==> src/rtl/datapath_seq_ctrl.sv <==
// datapath_seq_ctrl: multi-cycle fetch/decode/exec sequencer for an ADDI/ADD/BEQ/BNE datapath.
// Optional macro CTRL_RETIRE_CNT_EN adds a retired-instruction counter output.
module datapath_seq_ctrl #(
   parameter int ADDRESS_WIDTH = 5,
   parameter int DATA_WIDTH = 32,
   parameter logic [DATA_WIDTH-1:0] RESET_PC = '0
) (
   input  logic                     clk,
   input  logic                     rst_n,
   input  logic                     start,
   output logic                     instr_req,
   output logic [DATA_WIDTH-1:0]    instr_addr,
   input  logic                     instr_ack,
   input  logic [DATA_WIDTH-1:0]    instr,
   input  logic                     EQ,
   output logic                     RegWrite,
   output logic                     ALUsrc,
   output logic [ADDRESS_WIDTH-1:0] rs1,
   output logic [ADDRESS_WIDTH-1:0] rs2,
   output logic [ADDRESS_WIDTH-1:0] rd,
   output logic [DATA_WIDTH-1:0]    ImmOp,
`ifdef CTRL_RETIRE_CNT_EN
   output logic [DATA_WIDTH-1:0]    retired,
`endif
   output logic                     busy,
   output logic                     illegal
);
   typedef enum logic [2:0] {IDLE, FETCH, DECODE, EXEC, HALT} state_t;
   typedef enum logic [1:0] {OP_ALU, OP_BEQ, OP_BNE} op_t;
   state_t state_q, state_d;
   op_t op_q, op_d;
   logic [DATA_WIDTH-1:0] pc_q, pc_d, instr_q, instr_d, imm_q, imm_d, target;
   logic [ADDRESS_WIDTH-1:0] rs1_q, rs1_d, rs2_q, rs2_d, rd_q, rd_d;
   logic alusrc_q, alusrc_d, illegal_q, illegal_d, is_addi, is_add, is_br, taken, retire;
`ifdef CTRL_RETIRE_CNT_EN
   logic [DATA_WIDTH-1:0] retired_q, retired_d;
`endif
   assign is_addi = instr_q[6:0] == 7'b0010011 && instr_q[14:12] == 3'b000;
   assign is_add = instr_q[6:0] == 7'b0110011 && instr_q[14:12] == 3'b000 && instr_q[31:25] == 7'b0;
   assign is_br = instr_q[6:0] == 7'b1100011 && instr_q[14:13] == 2'b00;
   assign taken = op_q == OP_BEQ ? EQ : op_q == OP_BNE ? !EQ : 1'b0;
   assign target = pc_q + imm_q;
   always_comb begin
      state_d = state_q;
      op_d = op_q;
      pc_d = pc_q;
      instr_d = instr_q;
      imm_d = imm_q;
      rs1_d = rs1_q;
      rs2_d = rs2_q;
      rd_d = rd_q;
      alusrc_d = alusrc_q;
      illegal_d = illegal_q;
      retire = 1'b0;
      case (state_q)
         IDLE: state_d = start ? FETCH : IDLE;
         FETCH: begin
            instr_d = instr_ack ? instr : instr_q;
            state_d = instr_ack ? DECODE : FETCH;
         end
         DECODE: begin
            rs1_d = instr_q[15 +: ADDRESS_WIDTH];
            rs2_d = instr_q[20 +: ADDRESS_WIDTH];
            rd_d = instr_q[7 +: ADDRESS_WIDTH];
            alusrc_d = is_addi;
            op_d = !is_br ? OP_ALU : instr_q[12] ? OP_BNE : OP_BEQ;
            imm_d = is_addi ? {{(DATA_WIDTH-12){instr_q[31]}}, instr_q[31:20]}
                  : is_br ? {{(DATA_WIDTH-13){instr_q[31]}}, instr_q[31], instr_q[7], instr_q[30:25], instr_q[11:8], 1'b0}
                  : '0;
            state_d = is_addi || is_add || is_br ? EXEC : HALT;
            illegal_d = !(is_addi || is_add || is_br);
         end
         EXEC: begin
            // a taken branch to a non-word-aligned target aborts without moving the PC
            illegal_d = taken && target[1:0] != 2'b00;
            state_d = illegal_d ? HALT : FETCH;
            pc_d = illegal_d ? pc_q : taken ? target : pc_q + DATA_WIDTH'(4);
            retire = !illegal_d;
         end
         default: state_d = HALT;
      endcase
   end
   always_ff @(posedge clk or negedge rst_n) begin
      if (!rst_n) begin
         state_q <= IDLE;
         op_q <= OP_ALU;
         pc_q <= RESET_PC;
         instr_q <= '0;
         imm_q <= '0;
         rs1_q <= '0;
         rs2_q <= '0;
         rd_q <= '0;
         alusrc_q <= 1'b0;
         illegal_q <= 1'b0;
      end else begin
         state_q <= state_d;
         op_q <= op_d;
         pc_q <= pc_d;
         instr_q <= instr_d;
         imm_q <= imm_d;
         rs1_q <= rs1_d;
         rs2_q <= rs2_d;
         rd_q <= rd_d;
         alusrc_q <= alusrc_d;
         illegal_q <= illegal_d;
      end
   end
`ifdef CTRL_RETIRE_CNT_EN
   assign retired_d = retire ? retired_q + DATA_WIDTH'(1) : retired_q;
   always_ff @(posedge clk or negedge rst_n) begin
      if (!rst_n) retired_q <= '0;
      else retired_q <= retired_d;
   end
   assign retired = retired_q;
`endif
   assign instr_req = state_q == FETCH;
   assign instr_addr = pc_q;
   assign RegWrite = state_q == EXEC && op_q == OP_ALU && rd_q != '0;
   assign ALUsrc = alusrc_q;
   assign rs1 = rs1_q;
   assign rs2 = rs2_q;
   assign rd = rd_q;
   assign ImmOp = imm_q;
   assign busy = state_q == FETCH || state_q == DECODE || state_q == EXEC;
   assign illegal = illegal_q;
endmodule

==> config.mk <==
export PLATFORM = sky130hd
export DESIGN_NAME = datapath_seq_ctrl
export DESIGN_NICKNAME = d
export VERILOG_FILES = /design/src/rtl/datapath_seq_ctrl.sv
export SDC_FILE = /design/constraint.sdc
export NUM_CORES = 1
export LEC_CHECK = 0
export ABC_AREA = 1
export BUFFER_PORTS_ARGS = -buffer_cell sky130_fd_sc_hd__buf_2
export CAP_MARGIN = 20
export CORE_AREA = 2 2 175 177
export DETAILED_ROUTE_END_ITERATION = 6
export DIE_AREA = 0 0 177 179
export GPL_TIMING_DRIVEN = 0
export SYNTH_ARGS = -nofsm -noshare
export SYNTH_HDL_FRONTEND = slang
export SYNTH_SLANG_ARGS = --single-unit
==> constraint.sdc <==
create_clock -name clk -period 6.98 [get_ports clk]
set_input_delay 1.396 -clock clk [delete_from_list [all_inputs] [get_ports clk]]
set_output_delay 1.396 -clock clk [all_outputs]
set_load 0.01 [all_outputs]
==> results.json <==
{
  "diodes": 0,
  "gp_congestion": 0.904,
  "rows": 64,
  "setup_tns_ns": 0,
  "sequentialPowerShare": 0.508,
  "fin_hold_ws_ns": 0.476,
  "worstHoldStart": "rs1[0]",
  "arrival_ns": 2.01,
  "rsz0062_at_grt": "false",
  "ys_seq_area_frac": 0.335,
  "antenna_found_initial": 0,
  "fin_area_sq_um": 8870,
  "syn_inst": 1144,
  "final.setup_skew_ns": 0.0132,
  "avgSynthCellArea_sq_um": 6.46,
  "yosys-top-cells-area": "dfrtp_1, nand2_1, inv_1",
  "peakVddDrop_v": 0.0000977,
  "crit_required_ns": 5.58,
  "power_frac_comb": 0.022,
  "power_mw": 1.13,
  "ctsResizeCount": 0,
  "die_w_microns": 177,
  "worstRegToRegCells": 11,
  "wl_mm": 24.1,
  "grt_max_degree": 72,
  "dpl.hpwl_mm": 19.7,
  "fin_crit_ns": 3.40,
  "io_pins": 121,
  "synth_common_cells": "nand2_1, inv_1, nor2_1",
  "path_clk_slew_ns": 0.08,
  "yosysTopAreaCell": "dfrtp_1",
  "cp_max_fo": 5,
  "avgRoutedWirePerCell_microns": 14.4,
  "ys_async_sr_fraction": 1.00,
  "ctsHoldBuffers": 0,
  "ys_ff_latch": 99,
  "fin_util": 0.295,
  "dpl-instance-area_sq_um": 8550,
  "final_max_slew_viol_count": 0,
  "core_sq_um": 30000,
  "cp-end-kind": "primary output",
  "pwr_density_cell_nw_per_um2": 127,
  "reg2reg_from": "ImmOp[30]",
  "synth_area_sq_um": 7390,
  "yosys_most_used_dff": "dfrtp_1",
  "clkPwrFrac": 0.470,
  "rrSetupSlack_ns": 4.47,
  "grt_pass1_vias": 6996,
  "worst_slack_ns": 3.58,
  "placedCellCount": 1662,
  "startpoint_type": "flip-flop",
  "drt_iter0_drc": 596,
  "synth.most_common_cell": "nand2_1",
  "clk_latency_ns": 0.36,
  "tightest_slew_ns": 0.682,
  "maxCapViolations": 0,
  "root_buffer": "clkbuf_16",
  "area_delta_synth_final_pct": 19.9,
  "start_util": 0.246,
  "timing.rr.end": "instr_addr[31]",
  "place_ws_ns": 3.93,
  "switching_power_mw": 0.284,
  "ys_types": 38,
  "clk_path_buf_depth": 2,
  "clkSinkCount": 99,
  "synth_edf_count": 0,
  "die_area_sq_um": 31700,
  "power.leakage_nw": 4.97,
  "io_buffers": 120,
  "p_int_mw": 0.843,
  "yosysWarnings": 0,
  "switching_share": 0.252,
  "die_y_microns": 179,
  "drcViolationCount": 0,
  "globalRouteOverflowTotal": 0,
  "dr.pass1.iters": 5,
  "final_cells": 1678,
  "hold_depth": 2,
  "grt_first_pass_wirelength_mm": 37.7,
  "numCtsBuffers": 9,
  "max_slew_margin": 0.545,
  "grt.total_usage": 0.154,
  "hold_viol": 0,
  "nets": 1347,
  "criticalPathCategory": "reg -> out",
  "cts_tree": "yes",
  "final_antenna_net_count": 0,
  "netlist.area_leader.share": 0.335,
  "min_to": "rs1[0]",
  "synth_nets": 1214,
  "h-tree-depth": 3,
  "hold_class": "reg -> reg",
  "setup_viol": 0,
  "status": "finished clean",
  "layout-drive-gt1-share": 0.157,
  "postCtsSetupBuffers": 0,
  "vias_per_cell": 4.49,
  "fmax_mhz": 294,
  "post-route-period-util": 0.487,
  "vias": 7530,
  "nFillCells": 3345
}
## cells by family after synthesis
group           after synthesis  synth area share
fa+ha+maj                    33            0.0569
compound gates              153             0.110
flops                        99             0.335
mux                           9            0.0137
buf+inv                     219             0.125
simple gates                618             0.344
xor+xnor                     13            0.0154
## sequential cells by signal, indices dropped and copies added (netlist names)
register    cells
rs1             5
instr_addr     32
rs2             5
ImmOp          13
ALUsrc          1
op_q            2
rd              5
instr_q        32
illegal         1
state_q         3
## worst max-delay path, stage by stage, from the launching register on
cell	delay [ns]
dfrtp_1	0.44
nor2_1	0.20
inv_2	0.07
nor2_2	0.14
inv_1	0.09
a2111oi_0	0.47
buf_2	0.24
## routing by layer
layer  vias up  share of wire  global-route usage
met5         -              0                   0
met4         0          0.016              0.0320
met3        27          0.078              0.0418
met2       228           0.45               0.250
met1      3420           0.45               0.204
li1       3855              -                   -
## final cells by class
class,count,area (sq um),area share
Clock inverter,7,93.8,0.0106
Clock buffer,9,225,0.0254
Timing Repair Buffer,122,658,0.0742
Multi-Input combinational cell,826,4000,0.451
Tap cell,396,495,0.0559
Inverter,178,671,0.0756
Buffer,41,250,0.0282
Sequential cell,99,2480,0.279
## power by group through the flow
stage | Combinational (mW) | Clock, mW | Sequential (mW)
after floorplan | 0.000660 | 0 | 0.585
after global placement | 0.0230 | 0 | 0.584
after detailed placement | 0.0253 | 0 | 0.584
after CTS | 0.0253 | 0.542 | 0.573
after global routing | 0.0281 | 0.563 | 0.573
final | 0.0244 | 0.530 | 0.573
## worst max path at each step
stage	startpoint	endpoint	depth (start not counted)
floorplan	state_q[2]	RegWrite	5
global placement	rst_n	instr_addr[29]	1
detailed placement	state_q[2]	RegWrite	6
CTS	state_q[2]	RegWrite	6
global route	state_q[2]	RegWrite	6
finish	state_q[2]	RegWrite	6
## placed cells by master (no fill, tap or decap), types with 13 or more instances in the layout
| cell | synthesis | final |
|---|---|---|
| o21ai_0 | 38 | 38 |
| ha_1 | 32 | 32 |
| nand3_1 | 55 | 55 |
| clkbuf_1 | 13 | 13 |
| dfrtp_1 | 99 | 99 |
| buf_2 | 5 | 124 |
| nor2_1 | 128 | 128 |
| nor3_1 | 13 | 13 |
| nand2_1 | 381 | 381 |
| inv_1 | 173 | 173 |
| a21oi_1 | 90 | 90 |
| buf_4 | 22 | 23 |
Power figures use the tool's default switching activity.
